`config.mk`:
```
export PLATFORM = sky130hd
export DESIGN_NAME = rx_train_sequencer
export DESIGN_NICKNAME = d
export VERILOG_FILES = /design/src/rtl/rx_train_seq_pkg.sv /design/src/rtl/rx_train_seq_timer.sv /design/src/rtl/rx_train_sequencer.sv
export SDC_FILE = /design/constraint.sdc
export NUM_CORES = 1
export LEC_CHECK = 0
export ABC_CLOCK_PERIOD_IN_PS = 2600
export CAP_MARGIN = 20
export CORE_UTILIZATION = 56
export CTS_CLUSTER_DIAMETER = 200
export CTS_CLUSTER_SIZE = 30
export DETAILED_ROUTE_END_ITERATION = 10
export PLACE_DENSITY_LB_ADDON = 0.1
export SLEW_MARGIN = 20
export SYNTH_ARGS = -nofsm -noshare
export SYNTH_HDL_FRONTEND = slang
export SYNTH_SLANG_ARGS = --single-unit
```
`constraint.sdc`:
```
create_clock -name sclk_i -period 2.6 [get_ports sclk_i]
set_input_delay 0.65 -clock sclk_i [delete_from_list [all_inputs] [get_ports sclk_i]]
set_output_delay 0.65 -clock sclk_i [all_outputs]
set_load 0.02 [all_outputs]
```
`src/rtl/rx_train_seq_pkg.sv`:
```
// rtl/rx_train_seq_pkg.sv - shared state encodings and constants for the rx training sequencer
//
// Purpose: state encoding seen on train_state_o and the retry counter width and
// saturation value, shared by the sequencer top and its timer.
// Ports:   none (package).
package rx_train_seq_pkg;

    localparam int RETRY_CNT_W = 4;
    localparam logic [RETRY_CNT_W-1:0] RETRY_CNT_SAT = 4'd15;

    typedef enum logic [2:0] {
        ST_IDLE      = 3'd0,
        ST_LOCK_WAIT = 3'd1,
        ST_CLK_TRAIN = 3'd2,
        ST_BIT_TRAIN = 3'd3,
        ST_DONE      = 3'd4,
        ST_RETRY     = 3'd5,
        ST_FAIL      = 3'd6
    } state_t;

endpackage

```
`src/rtl/rx_train_seq_timer.sv`:
```
// rtl/rx_train_seq_timer.sv - loadable down-counter with zero flag
//
// Purpose: single counter shared by the lock-stable wait and the per-phase
// training timeout. Load has priority over decrement; decrement stops at zero.
// Ports:
//   clk_i       sole clock, rising edge
//   rst_i       asynchronous active-high reset, clears the count
//   load_i      load load_val_i this cycle
//   load_val_i  value to load
//   dec_i       decrement by one (ignored when already zero)
//   zero_o      count is zero
module rx_train_seq_timer
    import rx_train_seq_pkg::*;
#(
    parameter int WIDTH = 16
) (
    input  logic             clk_i,
    input  logic             rst_i,
    input  logic             load_i,
    input  logic [WIDTH-1:0] load_val_i,
    input  logic             dec_i,
    output logic             zero_o
);

    logic [WIDTH-1:0] count_q;

    always_ff @(posedge clk_i or posedge rst_i) begin
        if (rst_i) begin
            count_q <= '0;
        end else if (load_i) begin
            count_q <= load_val_i;
        end else if (dec_i && (count_q != '0)) begin
            count_q <= count_q - 1'b1;
        end
    end

    assign zero_o = (count_q == '0);

endmodule

```
`src/rtl/rx_train_sequencer.sv`:
```
// rtl/rx_train_sequencer.sv - rx lane training sequencer (lock wait, clock align, bit align, retry)
//
// Purpose: waits for a stable PLL lock, runs the BCLK/SCLK align trainer and then
// the bit-align stage, each under a timeout, retrying up to MAX_RETRY times before
// latching a training error. All outputs are registered.
// Optional feature: define RX_TRAIN_SEQ_LOCK_MONITOR_EN to restart training from
// lock wait whenever PLL lock drops in CLK_TRAIN, BIT_TRAIN or DONE.
// Ports:
//   sclk_i                  sole clock, rising edge
//   reset_i                 asynchronous active-high reset
//   pll_lock_i              PLL lock, synchronous to sclk_i
//   bclksclk_train_start_o  level request to the align trainer (high in CLK_TRAIN)
//   bclksclk_train_done_i   align trainer done
//   icb_clk_algn_err_i      align trainer error
//   clk_algn_rstrt_o        one-cycle restart pulse to the align trainer
//   bit_algn_start_o        level request to bit-align (high in BIT_TRAIN)
//   bit_algn_done_i         bit-align done
//   bit_algn_err_i          bit-align error
//   train_retry_i           user restart pulse
//   train_done_o            lane trained (sticky)
//   train_err_o             retries exhausted (sticky)
//   train_state_o           current state encoding
//   retry_cnt_o             failures since last clear, saturating
module rx_train_sequencer
    import rx_train_seq_pkg::*;
#(
    parameter int LOCK_WAIT_CNT_WIDTH = 8,
    parameter int TIMEOUT_CNT_WIDTH   = 16,
    parameter int MAX_RETRY           = 3
) (
    input  logic                   sclk_i,
    input  logic                   reset_i,
    input  logic                   pll_lock_i,
    output logic                   bclksclk_train_start_o,
    input  logic                   bclksclk_train_done_i,
    input  logic                   icb_clk_algn_err_i,
    output logic                   clk_algn_rstrt_o,
    output logic                   bit_algn_start_o,
    input  logic                   bit_algn_done_i,
    input  logic                   bit_algn_err_i,
    input  logic                   train_retry_i,
    output logic                   train_done_o,
    output logic                   train_err_o,
    output logic [2:0]             train_state_o,
    output logic [RETRY_CNT_W-1:0] retry_cnt_o
);

    localparam int TMR_W = (LOCK_WAIT_CNT_WIDTH > TIMEOUT_CNT_WIDTH) ?
                           LOCK_WAIT_CNT_WIDTH : TIMEOUT_CNT_WIDTH;

    // Lock wait leaves on the locked sample that finds the counter already at
    // zero, so loading 2^W-2 makes that the (2^W-1)th consecutive locked cycle.
    localparam logic [TMR_W-1:0] LOCK_LOAD    = TMR_W'((2 ** LOCK_WAIT_CNT_WIDTH) - 2);
    // Phase timer spans 2^W cycles: values 2^W-1 down to 0, expiry judged at 0.
    localparam logic [TMR_W-1:0] TIMEOUT_LOAD = TMR_W'((2 ** TIMEOUT_CNT_WIDTH) - 1);
    localparam logic [RETRY_CNT_W-1:0] MAX_RETRY_C =
        (MAX_RETRY >= 15) ? RETRY_CNT_SAT : RETRY_CNT_W'(MAX_RETRY);

    state_t                 state_q, state_d;
    logic [RETRY_CNT_W-1:0] retry_cnt_q, retry_cnt_d;
    logic                   rstrt_d;
    logic                   phase_fail;
    logic                   lock_lost;
    logic                   tmr_load, tmr_dec, tmr_zero;
    logic [TMR_W-1:0]       tmr_load_val;

`ifdef RX_TRAIN_SEQ_LOCK_MONITOR_EN
    assign lock_lost = ~pll_lock_i;
`else
    assign lock_lost = 1'b0;
`endif

    rx_train_seq_timer #(
        .WIDTH (TMR_W)
    ) u_timer (
        .clk_i      (sclk_i),
        .rst_i      (reset_i),
        .load_i     (tmr_load),
        .load_val_i (tmr_load_val),
        .dec_i      (tmr_dec),
        .zero_o     (tmr_zero)
    );

    always_comb begin
        state_d      = state_q;
        retry_cnt_d  = retry_cnt_q;
        rstrt_d      = 1'b0;
        phase_fail   = 1'b0;
        tmr_load     = 1'b0;
        tmr_load_val = LOCK_LOAD;
        tmr_dec      = 1'b0;

        if (train_retry_i && (state_q != ST_IDLE)) begin
            // User restart beats every other transition, including a done
            // or error arriving in the same cycle.
            state_d     = ST_LOCK_WAIT;
            retry_cnt_d = '0;
            rstrt_d     = 1'b1;
            tmr_load    = 1'b1;
        end else begin
            case (state_q)
                ST_IDLE: begin
                    state_d  = ST_LOCK_WAIT;
                    tmr_load = 1'b1;
                end
                ST_LOCK_WAIT: begin
                    if (!pll_lock_i) begin
                        tmr_load = 1'b1;
                    end else if (tmr_zero) begin
                        state_d      = ST_CLK_TRAIN;
                        tmr_load     = 1'b1;
                        tmr_load_val = TIMEOUT_LOAD;
                    end else begin
                        tmr_dec = 1'b1;
                    end
                end
                ST_CLK_TRAIN: begin
                    if (lock_lost) begin
                        state_d  = ST_LOCK_WAIT;
                        rstrt_d  = 1'b1;
                        tmr_load = 1'b1;
                    end else if (icb_clk_algn_err_i) begin
                        phase_fail = 1'b1;
                    end else if (bclksclk_train_done_i) begin
                        state_d      = ST_BIT_TRAIN;
                        tmr_load     = 1'b1;
                        tmr_load_val = TIMEOUT_LOAD;
                    end else if (tmr_zero) begin
                        phase_fail = 1'b1;
                    end else begin
                        tmr_dec = 1'b1;
                    end
                end
                ST_BIT_TRAIN: begin
                    if (lock_lost) begin
                        state_d  = ST_LOCK_WAIT;
                        rstrt_d  = 1'b1;
                        tmr_load = 1'b1;
                    end else if (bit_algn_err_i) begin
                        phase_fail = 1'b1;
                    end else if (bit_algn_done_i) begin
                        state_d = ST_DONE;
                    end else if (tmr_zero) begin
                        phase_fail = 1'b1;
                    end else begin
                        tmr_dec = 1'b1;
                    end
                end
                ST_DONE: begin
                    if (lock_lost) begin
                        state_d  = ST_LOCK_WAIT;
                        rstrt_d  = 1'b1;
                        tmr_load = 1'b1;
                    end
                end
                ST_RETRY: begin
                    state_d  = ST_LOCK_WAIT;
                    tmr_load = 1'b1;
                end
                ST_FAIL: begin
                    state_d = ST_FAIL;
                end
                default: begin
                    state_d = ST_IDLE;
                end
            endcase

            if (phase_fail) begin
                if (retry_cnt_q < MAX_RETRY_C) begin
                    retry_cnt_d = (retry_cnt_q == RETRY_CNT_SAT) ? retry_cnt_q
                                                                 : retry_cnt_q + 1'b1;
                    state_d     = ST_RETRY;
                    rstrt_d     = 1'b1;
                end else begin
                    state_d = ST_FAIL;
                end
            end
        end
    end

    // Outputs are registered from the next state so they align with train_state_o.
    always_ff @(posedge sclk_i or posedge reset_i) begin
        if (reset_i) begin
            state_q                <= ST_IDLE;
            retry_cnt_q            <= '0;
            bclksclk_train_start_o <= 1'b0;
            bit_algn_start_o       <= 1'b0;
            train_done_o           <= 1'b0;
            train_err_o            <= 1'b0;
            clk_algn_rstrt_o       <= 1'b0;
        end else begin
            state_q                <= state_d;
            retry_cnt_q            <= retry_cnt_d;
            bclksclk_train_start_o <= (state_d == ST_CLK_TRAIN);
            bit_algn_start_o       <= (state_d == ST_BIT_TRAIN);
            train_done_o           <= (state_d == ST_DONE);
            train_err_o            <= (state_d == ST_FAIL);
            clk_algn_rstrt_o       <= rstrt_d;
        end
    end

    assign train_state_o = state_q;
    assign retry_cnt_o   = retry_cnt_q;

endmodule

```
==> run_results.csv <==
group,metric,value,unit
worst_setup_path,path_cells,"clkdlybuf4s50_1",
logic_synthesis,ys_warn_count,0,
logic_synthesis,synth_ff_type,"dfrtp_1",
global_route,antenna_found_initial,0,
power,switching_share,22.1,%
power,ir_drop,0.346,mV
layout,regArea,701,sq um
sta,fin_crit,2.43,ns
power,p_int,0.627,mW
logic_synthesis,synth_top_area_share,39.0,%
worst_setup_path,startpoint_type,"register",
worst_setup_path,cp_max_fo,21,
worst_setup_path,crit_buf_inv,1,
logic_synthesis,synthesis.instances,187,
detailed_routing,drt-pass1-iter-count,4,
placement,hpwl,2960,um
placement,placedCellCount,258,
global_route,overflow,0,
power,switching_power,0.178,mW
logic_synthesis,async_reset_ff_share,100,%
placement,dp_slack,-0.117,ns
sta,finalSetupViolations,0,
die,placementRows,20,
worst_setup_path,cp.required,1.95,ns
worst_setup_path,path_class,"reg2out",
clocking,clock_sinks,28,
sta,rsz0062_at_grt,"false",
die,dieArea,3440,sq um
worst_setup_path,crit_path_max_incr_delay,0.74,ns
logic_synthesis,synth_largest_area_cell,"dfrtp_1",
placement,place_congestion,0.864,
clocking,cts.clk_slew.worst_paths,0.16,ns
power,power.leakage,0.857,nW
layout,nets,230,
power,power_density,372,nW/um^2
die,core_area,3050,sq um
power,p_seq_share,54.8,%
logic_synthesis,yosysSeqAreaShare,39.0,%
sta,hold_viol,0,
layout,fill_cells,253,
power,p_clk_share,35.9,%
layout,fin_util,70.8,%
die,die_y,58.6,um
clocking,cts_max_path_buffers,2,
sta,clock_skew,0.0115,ns
status,status,"completed",
clocking,cts_tree,"built",
logic_synthesis,syn-num-nets,198,
layout,multi_input_area,1010,sq um
detailed_routing,antenna_left,0,
detailed_routing,routed_via_density,6.07,
layout,syn_to_final_growth,20.4,%
sta,maxSlewHeadroom,53.4,%
clocking,cts_made_buffers,3,
min_path,hp-class,"reg2reg",
worst_setup_path,end_kind,"output port",
placement,numPortBuffers,19,
sta,maxSlewViolCount,0,
detailed_routing,routed_wl,3990,um
placement,place_area,2110,sq um
detailed_routing,avgRoutedWirePerCell,15.2,um
global_route,grt_pass1_wl,6680,um
run,drv_cap,0,
layout,final_cells,262,
logic_synthesis,synth_area_per_cell,9.60,sq um
clocking,clock_latency,0.34,ns
global_route,grt_pass1_vias,1474,
sta,achievable-frequency,412,MHz
power,share_comb_of_total_power,9.3,%
global_route,grt_max_degree,29,
worst_setup_path,cp.arrival,1.78,ns
clocking,cts.hold.buffers_added,0,
worst_setup_path,critPathSlowestCell,"dfrtp_1",
logic_synthesis,synth-seq-cells,28,
layout,drive_gt1_share,16.5,%
layout,antennaDiodeCount,0,
detailed_routing,drt-initial-drc-count,83,
logic_synthesis,syn-cell-area,1800,sq um
sta,layout_setup_ws,0.175,ns
logic_synthesis,synth_edf_count,0,
die,dieWidth,58.6,um
logic_synthesis,ys_types,52,
worst_setup_path,path_delay_family,"flip-flops",
clocking,cts_setup_buffers,0,
logic_synthesis,synth_area_leaders,"dfrtp_1, nand2_1, nor4_4",
die,io_pins,20,
sta,period_share,93.3,%
clocking,cts_resized,0,
detailed_routing,vias,1591,
die,start_util,58.8,%
clocking,cts_root_buf,"clkbuf_4",
layout,finalInstanceArea,2160,sq um
global_route,grtUsageTotal,25.2,%
sta,worstMarginPinSlew,0.699,ns
clocking,cts_max_level,1,
detailed_routing,drc,0,
[flip-flops by register name, summed over array words and instances (netlist names)]
name	cells
bclksclk_train_start_o	1
bit_algn_start_o	1
clk_algn_rstrt_o	1
retry_cnt_o	4
train_done_o	1
train_err_o	1
train_state_o	3
u_timer.count_q	16
[power groups by stage]
| stage | combinational, mW | clock [mW] | sequential, mW |
|---|---|---|---|
| 6_report | 0.0752 | 0.289 | 0.441 |
| 4_1_cts | 0.0757 | 0.293 | 0.441 |
| 3_3_place_gp | 0.0724 | 0 | 0.449 |
| 2_1_floorplan | 0.0378 | 0 | 0.450 |
| 3_5_place_dp | 0.0750 | 0 | 0.449 |
| 5_1_grt | 0.0833 | 0.304 | 0.442 |
[cell usage in the layout (no fill, tap or decap), drive strengths merged, types with 4 or more instances in the layout]
cell type       n
a21oi           6
nor4            6
nor2           15
clkdlybuf4s50  19
o21ai          15
nand2          17
nor3b           5
a221o           5
o211ai          6
a31oi           5
dfrtp          28
inv             8
nor2b           5
buf            16
nor3           10
o31ai           4
[final cells by class]
| cell class | count | area share (%) |
|---|---|---|
| multi-input combinational | 143 | 46.9 |
| sequential | 28 | 32.4 |
| timing repair buffer | 35 | 14.4 |
| tap | 44 | 2.55 |
| clock inverter | 1 | 1.39 |
| inverter | 8 | 1.39 |
| clock buffer | 3 | 1.04 |
[cell usage after synthesis (2+ instances only)]
| library cell | instances |
|---|---|
| inv_1 | 7 |
| nand2b_1 | 2 |
| dfrtp_1 | 28 |
| a31oi_1 | 5 |
| ha_1 | 3 |
| nor2b_1 | 5 |
| nor3b_1 | 5 |
| and3_1 | 3 |
| o21ai_0 | 11 |
| and2_1 | 3 |
| nor2_1 | 14 |
| o22ai_1 | 2 |
| o2bb2ai_1 | 3 |
| and4_1 | 2 |
| xor2_1 | 3 |
| o21ai_1 | 4 |
| o211ai_1 | 6 |
| nand2_1 | 17 |
| clkbuf_1 | 3 |
| nor3_1 | 10 |
| buf_6 | 2 |
| o31ai_1 | 3 |
| nor4_1 | 3 |
| nor4_4 | 3 |
| nor4bb_1 | 2 |
| a221o_1 | 4 |
| o2111ai_1 | 2 |
| a21oi_1 | 5 |
| nand3_1 | 2 |
| or3_1 | 2 |
| buf_2 | 2 |
[per-stage QoR]
| stage | hold WS [ns] | total power, mW | TNS, ns |
|---|---|---|---|
| 3_5_place_dp | 0.521 | 0.524 | -0.380 |
| 3_3_place_gp | 0.513 | 0.521 | -0.0423 |
| 5_1_grt | 0.578 | 0.829 | 0 |
| 4_1_cts | 0.561 | 0.810 | 0 |
| 6_report | 0.556 | 0.805 | 0 |
| 2_1_floorplan | 0.503 | 0.487 | 0 |
[layer usage]
layer	vias up	wire (um)	track usage (%)	part of all wire, %
li1	770	-	-	-
met3	6	167	1.98	4.2
met2	49	2030	44.2	51
met1	766	1740	32.6	44
met4	0	49	9.86	1.2
met5	-	0	0	0
[final timing paths]
| path | from | endpoint | slack [ns] | cells after the start |
|---|---|---|---|---|
| max | train_state_o[0] | train_state_o[0] | 0.17 | 1 |
| min | retry_cnt_o[3] | retry_cnt_o[3] | 0.56 | 1 |
| max reg2reg | u_timer.count_q[0] | u_timer.count_q[9] | 0.27 | 7 |
| min reg2reg | retry_cnt_o[3] | retry_cnt_o[3] | 0.56 | 1 |
| max in group asynchronous | reset_i | u_timer.count_q[0] | 1.67 | 3 |
| min in group asynchronous | reset_i | u_timer.count_q[10] | 0.66 | 3 |
[cells by family (layout without fill, tap and decap cells)]
| group | after synthesis | after routing | synth area share, % |
|---|---|---|---|
| adder cells (fa/ha/maj) | 3 | 3 | 2.09 |
| multiplexers | 1 | 1 | 0.558 |
| flip-flops | 28 | 28 | 39.0 |
| AND/OR/NAND/NOR | 81 | 81 | 28.4 |
| AO/OA/AOI/OAI | 55 | 55 | 23.9 |
| XOR/XNOR | 3 | 3 | 1.46 |
| buffers and inverters | 16 | 47 | 4.53 |
Note: power is estimated with default switching activity, not from simulation.
